<file path="config.mk">
export PLATFORM = sky130hd
export DESIGN_NAME = uart_rx_core
export DESIGN_NICKNAME = d
export VERILOG_FILES = /design/src/rtl/uart_pkg.sv /design/src/rtl/uart_rx_sampler.sv /design/src/rtl/uart_rx_core.sv
export SDC_FILE = /design/constraint.sdc
export NUM_CORES = 1
export LEC_CHECK = 0
export ABC_AREA = 1
export CORE_UTILIZATION = 35
export CTS_CLUSTER_SIZE = 30
export DETAILED_ROUTE_END_ITERATION = 6
export PLACE_DENSITY_LB_ADDON = 0.2
export SLEW_MARGIN = 5
export SYNTH_ARGS = -nofsm -noshare
export SYNTH_HDL_FRONTEND = slang
export SYNTH_HIERARCHICAL = 1
export SYNTH_SLANG_ARGS = --single-unit
export TNS_END_PERCENT = 100
</file>
<file path="constraint.sdc">
create_clock -name CLK -period 6.2 [get_ports CLK]
set_input_delay 0.62 -clock CLK [delete_from_list [all_inputs] [get_ports CLK]]
set_output_delay 0.62 -clock CLK [all_outputs]
set_load 0.01 [all_outputs]
</file>
<file path="src/rtl/uart_pkg.sv">
// -----------------------------------------------------------------------------
// uart_pkg
// Shared types and constants for the UART receive path.
//   rx_state_t          : receiver FSM state encoding
//   PRESC_8/16/32       : legal oversampling ratios
//   PAR_EVEN / PAR_ODD  : PAR_TYP encodings
// -----------------------------------------------------------------------------
package uart_pkg;

    typedef enum logic [2:0] {
        IDLE   = 3'd0,
        START  = 3'd1,
        DATA   = 3'd2,
        PARITY = 3'd3,
        STOP   = 3'd4
    } rx_state_t;

    localparam int PRESC_8  = 8;
    localparam int PRESC_16 = 16;
    localparam int PRESC_32 = 32;

    localparam logic PAR_EVEN = 1'b0;
    localparam logic PAR_ODD  = 1'b1;

endpackage

</file>
<file path="src/rtl/uart_rx_sampler.sv">
// -----------------------------------------------------------------------------
// uart_rx_sampler
// Per-bit oversampling counter and 3-sample majority voter.
// Ports:
//   CLK, RST   clock, asynchronous active-low reset
//   rx_s       synchronized serial line
//   en         advance the edge counter this cycle
//   clr        force the edge counter back to 0 (takes priority over en)
//   prescale   latched oversampling ratio P
//   bit_val    2-of-3 majority of the samples at P/2-1, P/2, P/2+1
//   strobe     decision cycle (edge_cnt = P/2+2)
//   last       final oversample of the bit (edge_cnt = P-1)
// -----------------------------------------------------------------------------
module uart_rx_sampler #(
    parameter int PRESC_W = 6
) (
    input  logic               CLK,
    input  logic               RST,
    input  logic               rx_s,
    input  logic               en,
    input  logic               clr,
    input  logic [PRESC_W-1:0] prescale,
    output logic               bit_val,
    output logic               strobe,
    output logic               last
);

    logic [PRESC_W-1:0] edge_cnt;
    logic [PRESC_W-1:0] half;
    logic [2:0]         smp;

    assign half = prescale >> 1;

    always_ff @(posedge CLK or negedge RST) begin
        if (!RST) begin
            edge_cnt <= '0;
            smp      <= 3'b111;
        end else begin
            if (clr) begin
                edge_cnt <= '0;
            end else if (en) begin
                edge_cnt <= last ? '0 : edge_cnt + PRESC_W'(1);
            end
            if (en) begin
                if (edge_cnt == half - PRESC_W'(1)) smp[0] <= rx_s;
                if (edge_cnt == half)               smp[1] <= rx_s;
                if (edge_cnt == half + PRESC_W'(1)) smp[2] <= rx_s;
            end
        end
    end

    assign bit_val = (smp[0] & smp[1]) | (smp[0] & smp[2]) | (smp[1] & smp[2]);
    assign strobe  = en && (edge_cnt == half + PRESC_W'(2));
    assign last    = en && (edge_cnt == prescale - PRESC_W'(1));

endmodule

</file>
<file path="src/rtl/uart_rx_core.sv">
// -----------------------------------------------------------------------------
// uart_rx_core
// UART receiver: 2-flop input synchronizer, start-bit detect with glitch
// rejection, majority-voted LSB-first deserializer, optional parity check and
// stop-bit check. Flags are registered one-cycle pulses.
// Ports:
//   CLK, RST          oversampling clock, asynchronous active-low reset
//   RX_IN             serial line (idles high)
//   PAR_EN, PAR_TYP   parity enable, parity type (0 even, 1 odd)
//   Prescale          oversampling ratio (8, 16 or 32)
//   P_DATA            last good received word
//   data_valid        pulse for a clean frame
//   par_err, stp_err  pulses for parity / stop-bit failures
// Optional (macro UART_RX_ERR_CNT_EN):
//   err_cnt_clr                synchronous clear of both error counters
//   par_err_cnt, stp_err_cnt   saturating 8-bit error counters
//
// state  | meaning
// IDLE   | line idle, waiting for rx_s low
// START  | inside start bit, majority low confirms it, high rejects a glitch
// DATA   | shifting in DATA_LENGTH bits, LSB first
// PARITY | sampling the parity bit
// STOP   | sampling the stop bit and issuing the frame verdict
// -----------------------------------------------------------------------------
module uart_rx_core
    import uart_pkg::*;
#(
    parameter int DATA_LENGTH = 8,
    parameter int PRESC_W     = 6
) (
    input  logic                   CLK,
    input  logic                   RST,
    input  logic                   RX_IN,
    input  logic                   PAR_EN,
    input  logic                   PAR_TYP,
    input  logic [PRESC_W-1:0]     Prescale,
`ifdef UART_RX_ERR_CNT_EN
    input  logic                   err_cnt_clr,
    output logic [7:0]             par_err_cnt,
    output logic [7:0]             stp_err_cnt,
`endif
    output logic [DATA_LENGTH-1:0] P_DATA,
    output logic                   data_valid,
    output logic                   par_err,
    output logic                   stp_err
);

    localparam int              BCW      = $clog2(DATA_LENGTH + 1);
    localparam logic [BCW-1:0]  LAST_BIT = BCW'(DATA_LENGTH - 1);

    rx_state_t              state, nxt;
    logic                   sync1, rx_s;
    logic                   par_en_l, par_typ_l;
    logic [PRESC_W-1:0]     presc_l;
    logic [DATA_LENGTH-1:0] shreg;
    logic [BCW-1:0]         bit_cnt;
    logic                   par_fail;
    logic                   bit_val, strobe, last;
    logic                   start_det;
    logic                   dv_set, pe_set, se_set;

    always_ff @(posedge CLK or negedge RST) begin
        if (!RST) begin
            sync1 <= 1'b1;
            rx_s  <= 1'b1;
        end else begin
            sync1 <= RX_IN;
            rx_s  <= sync1;
        end
    end

    assign start_det = (state == IDLE) && !rx_s;

    // The detection cycle in IDLE is counted as oversample 0 of the start
    // bit, so the counter is already at 1 when START is entered.
    uart_rx_sampler #(.PRESC_W(PRESC_W)) u_sampler (
        .CLK      (CLK),
        .RST      (RST),
        .rx_s     (rx_s),
        .en       ((state != IDLE) || !rx_s),
        .clr      (nxt == IDLE),
        .prescale (presc_l),
        .bit_val  (bit_val),
        .strobe   (strobe),
        .last     (last)
    );

    always_ff @(posedge CLK or negedge RST) begin
        if (!RST) state <= IDLE;
        else      state <= nxt;
    end

    always_comb begin
        nxt = state;
        case (state)
            IDLE:    if (!rx_s) nxt = START;
            START:   if (strobe && bit_val) nxt = IDLE;
                     else if (last)         nxt = DATA;
            DATA:    if (last && (bit_cnt == LAST_BIT)) nxt = par_en_l ? PARITY : STOP;
            PARITY:  if (last) nxt = STOP;
            STOP:    if (strobe) nxt = IDLE;
            default: nxt = IDLE;
        endcase
    end

    always_comb begin
        dv_set = 1'b0;
        pe_set = 1'b0;
        se_set = 1'b0;
        if ((state == STOP) && strobe) begin
            se_set = !bit_val;
            pe_set = par_fail;
            dv_set = bit_val && !par_fail;
        end
    end

    always_ff @(posedge CLK or negedge RST) begin
        if (!RST) begin
            P_DATA     <= '0;
            data_valid <= 1'b0;
            par_err    <= 1'b0;
            stp_err    <= 1'b0;
            par_en_l   <= 1'b0;
            par_typ_l  <= PAR_EVEN;
            presc_l    <= PRESC_W'(PRESC_8);
            shreg      <= '0;
            bit_cnt    <= '0;
            par_fail   <= 1'b0;
        end else begin
            data_valid <= dv_set;
            par_err    <= pe_set;
            stp_err    <= se_set;
            if (dv_set) P_DATA <= shreg;
            // Configuration is frozen for the frame from the start edge on.
            if (start_det) begin
                par_en_l  <= PAR_EN;
                par_typ_l <= PAR_TYP;
                presc_l   <= Prescale;
                bit_cnt   <= '0;
                par_fail  <= 1'b0;
            end
            if (state == DATA) begin
                if (strobe) shreg <= {bit_val, shreg[DATA_LENGTH-1:1]};
                if (last)   bit_cnt <= (bit_cnt == LAST_BIT) ? '0 : bit_cnt + BCW'(1);
            end
            if ((state == PARITY) && strobe)
                par_fail <= bit_val != ((^shreg) ^ (par_typ_l == PAR_ODD));
        end
    end

`ifdef UART_RX_ERR_CNT_EN
    always_ff @(posedge CLK or negedge RST) begin
        if (!RST) begin
            par_err_cnt <= '0;
            stp_err_cnt <= '0;
        end else if (err_cnt_clr) begin
            par_err_cnt <= '0;
            stp_err_cnt <= '0;
        end else begin
            if (par_err && (par_err_cnt != 8'hFF)) par_err_cnt <= par_err_cnt + 8'd1;
            if (stp_err && (stp_err_cnt != 8'hFF)) stp_err_cnt <= stp_err_cnt + 8'd1;
        end
    end
`endif

endmodule

</file>
Word-level counts from Yosys, hierarchy flattened. Index checks and enable logic that the tools add are counted.

Flip-flop bits (word level): 46. Bits in latches: 0. RAM bits: 0. Bits in read-only memories: 0. Input bits: 11. Output and inout bits: 11. Logic and storage cells: 82. Memories: 0.

Add/subtract/negate cells: 6. $mul: 0. Divide/modulo/power cells: 0. Magnitude comparators: 0. Equal/unequal tests: 11. Shifts and indexed selects: 0. Muxes and demuxes: 20. Bitwise logic cells: 6. Reduce and logical (&&, ||, !) cells: 22.

Operator list (count): $eq 6x6->1 (4); $mux 3 (7); $mux 6 (3); $mux 4 (4); $pmux 3 s5 (1); $logic_and 1x1->1 (8); $reduce_and 2->1 (4); $reduce_xor 8->1 (1); $add 5x1->6 const B (1); $add 5x2->6 const B (1); $add 6x1->6 const B (1); $eq 3x2->1 const B (2); $eq 6x5->1 (1); $logic_not 3->1 (2); $sub 5x1->6 const B (1); $sub 6x1->6 const B (1); $mux 1 (5); $add 4x1->4 const B (1); $eq 4x3->1 const B (1); $reduce_bool 2->1 (2); $and 1x1->1 (3); $eq 3x1->1 const B (1); $eq 3x3->1 const B (1); $logic_not 1->1 (3); 5 further kinds (6).

Depth between registers and ports, before layout.
Depth after elaboration: 8. Gate-level depth with buffers: 21. Depth with buffers taken out: 21.

By module. The synthesis kept the hierarchy.

Modules (own cells, without submodules): uart_rx_core (instances 1, cells each 203, area each 1760.4 um^2, sequential area each 929.6 um^2); uart_rx_sampler (instances 1, cells each 197, area each 1173.6 um^2, sequential area each 229.0 um^2).

Worst setup path before layout. OpenSTA, ideal clock, no wires.

Kind: register -> register. From: register presc_l[3]. To: register u_sampler.edge_cnt[3]. Library setup time: 0.066 ns. Data arrival time: 2.710 ns. Data required time: 6.134 ns. Slack: 3.424 ns. Stages on the path, launching flop included: 16. Buffers on the path: 0. Period minus slack after synthesis: 2.776 ns. Cells stage by stage: dfstp_2 > inv_2 > ha_1 > xnor2_1 > nand3_1 > nor3_1 > nand2_1 > inv_1 > nor3_1 > nor3_1 > nand3_1 > nor2_1 > nor2_1 > nor2_1 > nand3_1 > nand2_1.

Word-level cells in the longest chain between the ends: 8. Elaborated cells between the ends (all ways): 19. Those cells by class: add/sub: 2; eq/ne: 2; mux: 9; reduce/logical: 6.

RTL lines: start: declaration (line uart_rx_core.sv:54) `logic [PRESC_W-1:0] presc_l;`; start signal: assignment (line uart_rx_core.sv:125) `presc_l <= PRESC_W'(PRESC_8);`; start signal: assignment (line uart_rx_core.sv:138) `presc_l <= Prescale;`; $add 5x2->6 (*) (line uart_rx_sampler.sv:53) `assign strobe = en && (edge_cnt == half + PRESC_W'(2));`; $eq 6x6->1 (*) (line uart_rx_sampler.sv:53); $logic_and 1x1->1 (*) (line uart_rx_sampler.sv:53); via strobe (line uart_rx_core.sv:58) `logic bit_val, strobe, last;`; $logic_and 1x1->1 (line uart_rx_core.sv:97) `START: if (strobe && bit_val) nxt = IDLE;`; $mux 3 (line uart_rx_core.sv:97); $pmux 3 s5 (*) (line uart_rx_core.sv:95) `case (state)`; $logic_not 3->1 (*) (line uart_rx_core.sv:81) `.clr (nxt == IDLE),`; $mux 6 / $reduce_bool 2->1 (equally long branches); end signal: assignment (line uart_rx_sampler.sv:42) `edge_cnt <= last ? '0 : edge_cnt + PRESC_W'(1);`; end: declaration (line uart_rx_sampler.sv:28) `logic [PRESC_W-1:0] edge_cnt;`.

The timed path passes the listed nets; every way through them passes the cells marked *. The select of a mux whose other input is x is not followed. A chain may end at the register's enable or synchronous reset.

Final worst setup path. Same ends and word-level chain as after synthesis.

==> reports/qor.txt <==
Status = finished, final reports clean
Post-detailed-route count of antenna-violating nets = 0
Later-pin clock latency in the skew report = 0.30 ns
Post-DP HPWL = 4620 um
Overall via count from detail_route = 2,429
Final instance area = 3290 um2
Total clock buffers created by CTS = 5
Post-CTS Repair Setup Buffers = 0
Average vias per placed instance = 4.62
Proportion of power drawn by flip-flops and latches = 35.7%
Port-buffer cells = 21
Initial core utilization = 35.9%
Share of the clock period used by the worst path = 53.8%
Initial antenna violation count = 0
Number of clock sinks = 46
Sequential standard cell area = 1160 um2
Max-cap violation count = 0
Number of different library cells in the post-synthesis netlist = 31
Number of flip-flops and latches in the synthesized netlist = 46
Post-layout power = 1.25 mW
Part of the Yosys area used for sequential elements = 39.5%
Die W = 93.6 um
Fmax = 300 MHz
Count of final hold-check violations = 0
Final Slew Violations = 0
Number of global-route vias before repair = 2,289
Most instantiated flip-flop cell in the synthesis netlist = dfrtp_1
Fraction of power consumed by combinational cells = 46.5%
# H-tree levels = 2
Maximum number of pins on one net before global-route repair = 47
Remaining max-slew budget at the tightest pin = 31.0%
Synthesized net count = 420
Worst hold margin = 0.360 ns
Worst EP required = 6.44 ns
Routed wirelength normalized by instance count = 11.7 um
Total die area = 8750 um2
Hold-fix buffer count after cts = 0
Hold/Removal Path Class = flip-flop to flip-flop
Clock input transition at the sequential cells of the worst setup and hold paths = 0.09 ns
Area growth from synthesis to layout = 12.2%
Total global routing track utilization = 15.8%
Clock network power share = 17.7%
Setup repair after global routing missed its margin = no
Gpl congestion = 0.860
Inserted Diodes = 0
Kind of capture point of the worst setup path = flip-flop
Worst clock skew = 0.0125 ns
Aggregate global routing overflow = 0
Synth Area per Inst = 7.34 um2
Critical path start-end classification = flip-flop to flip-flop
Number of flops mapped to enable cells by yosys = 0
Proportion of synthesized flip-flops having asynchronous set or reset = 100%
Critical-path maximum fanout = 8
Detailed Route Iter0 Violations = 141
Root buf cell = clkbuf_8
Total length of routed wires = 6170 um
Switching power as a share of total power = 44.8%
IR drop worst, VDD = 0.150 mV
Reported net switching power = 560 uW
Number of warnings printed during yosys synthesis = 6
Critical Path Source Type = flip-flop
Max clock buf depth = 2
Drc violations = 0
Reported leakage power = 1.68 nW
First-pass GRT wire length = 10,800 um
CTS tree = built
Site row count = 33
Number of inserted filler cells in the final layout = 878
Critical path arrival = 3.58 ns
Area of the core region = 8180 um2
Number of instances resized during post-cts repair = 0
Cell count after synthesis = 400
Utilization after layout = 40.3%
Io pins = 22
Final Net Count = 440
Worst reg-to-reg setup slack = 2.86 ns
Setup Viol. Count Final = 0
Die Ht = 93.6 um
Area taken by multi-input logic gates = 1480 um2
Netlist area before placement = 2930 um2
Setup TNS Final = 0 ns
Cell-internal power = 689 uW
Number of iterations in the first detailed-routing pass = 4
Crit path time final = 3.34 ns
Transition time of the tightest slew-check pin = 1.04 ns
Placed Area = 3180 um2
Fraction of final layout cells with drive strength greater than 1 = 12.4%
Pwr Density = 379 nW/um2
-- placed cells by master (no fill, tap or decap), types with 2 or more instances in the layout --
cell type / instances
nand2_1: 150
inv_1: 44
nand3_1: 42
dfrtp_1: 40
clkdlybuf4s50_1: 20
nor2_1: 19
nand2_2: 11
o21ai_1: 9
xor2_1: 9
ha_1: 9
inv_2: 8
o21ai_2: 8
xnor2_1: 6
nand4_1: 6
dfstp_2: 6
clkbuf_8: 5
nor3_1: 4
nor2_2: 3
o21ai_0: 3
a21oi_1: 3
clkinv_2: 2
inv_4: 2
-- cell usage after synthesis, types with 2 or more instances --
cell     count  area [um2]
a21oi_1      3        15.0
o21ai_0      3        15.0
xor2_1       9        78.8
o21ai_2      8        70.1
nand2_2     11        68.8
nor3_1       4        20.0
inv_1       44         165
inv_4        2        12.5
dfstp_2      6         158
nor2_2       3        18.8
ha_1         9         113
nor2_1      19        71.3
nand3_1     42         210
buf_6        7        78.8
nand2_1    150         563
inv_2        8        30.0
dfrtp_1     40        1000
xnor2_1      6        52.6
o21ai_1      9        45.0
nand4_1      6        37.5
-- stage by stage --
stage / worst slack [ns] / cells
after floorplan: 3.42 / 400
after global placement: 3.02 / 518
after detailed placement: 2.93 / 518
after CTS: 2.91 / 526
after global routing: 2.38 / 526
final: 2.86 / 526
-- layout make-up --
type / count / area share, %
Clock inverter: 3 / 1.22
Multi-Input combinational cell: 292 / 45.0
Inverter: 54 / 6.31
Clock buffer: 5 / 2.09
Timing Repair Buffer: 21 / 6.23
Sequential cell: 46 / 35.2
Tap cell: 105 / 3.99
-- path summary, 6_finish.rpt --
path,start,to,cells after the start
worst max-delay path,presc_l[3],u_sampler/edge_cnt[3],15
worst min-delay path,sync1,rx_s,0
worst max register to register,presc_l[3],u_sampler/edge_cnt[3],15
worst min register to register,sync1,rx_s,0
max in group asynchronous,RST,bit_cnt[1],1
min in group asynchronous,RST,shreg[1],1
-- worst max-delay path, stage by stage (launching register included) --
cell and delay (ns):
dfstp_2 0.61, inv_2 0.09, ha_1 0.29, xnor2_1 0.13, nand3_1 0.09, nor3_1 0.53
nand2_1 0.22, inv_1 0.13, nor3_1 0.06, nor3_1 0.19, nand3_1 0.11, nor2_1 0.14
nor2_1 0.14, nor2_1 0.35, nand3_1 0.12, nand2_1 0.08
-- power groups by stage --
| stage | registers [mW] | logic [mW] | clock network [mW] |
|---|---|---|---|
| 2_1_floorplan | 0.415 | 0.495 | 0 |
| 3_3_place_gp | 0.450 | 0.576 | 0 |
| 3_5_place_dp | 0.451 | 0.577 | 0 |
| 4_1_cts | 0.446 | 0.581 | 0.230 |
| 5_1_grt | 0.458 | 0.677 | 0.243 |
| 6_report | 0.446 | 0.581 | 0.222 |
-- kinds of logic after synthesis --
logic type	after synthesis	synth area share, %
muxes	1	0.512
adders and majority gates	10	4.18
and+or+nand+nor	241	35.8
DFF	46	39.5
AOI/OAI and AO/OA	25	5.54
xor gates and xnor gates	15	4.48
buffers and inverters	62	10.0
-- routing by layer --
| layer | share of wire, % | wire (um) | GRT usage (%) | vias to the layer above |
|---|---|---|---|---|
| met1 | 52 | 3220 | 22.5 | 1093 |
| met2 | 43 | 2660 | 24.4 | 41 |
| met3 | 4.0 | 250 | 3.09 | 5 |
| met4 | 0.58 | 36 | 3.97 | 0 |
| met5 | 0 | 0 | 0 | - |
| li1 | - | - | - | 1290 |
-- registers in the layout, indices dropped and copies added, names as in the netlist --
name / flops
P_DATA: 8
stp_err: 1
data_valid: 1
state: 3
shreg: 8
u_sampler/edge_cnt: 6
rx_s: 1
par_typ_l: 1
u_sampler/smp: 3
bit_cnt: 4
presc_l: 6
sync1: 1
par_fail: 1
par_err: 1
par_en_l: 1
Note: power is estimated with default switching activity, not from simulation.
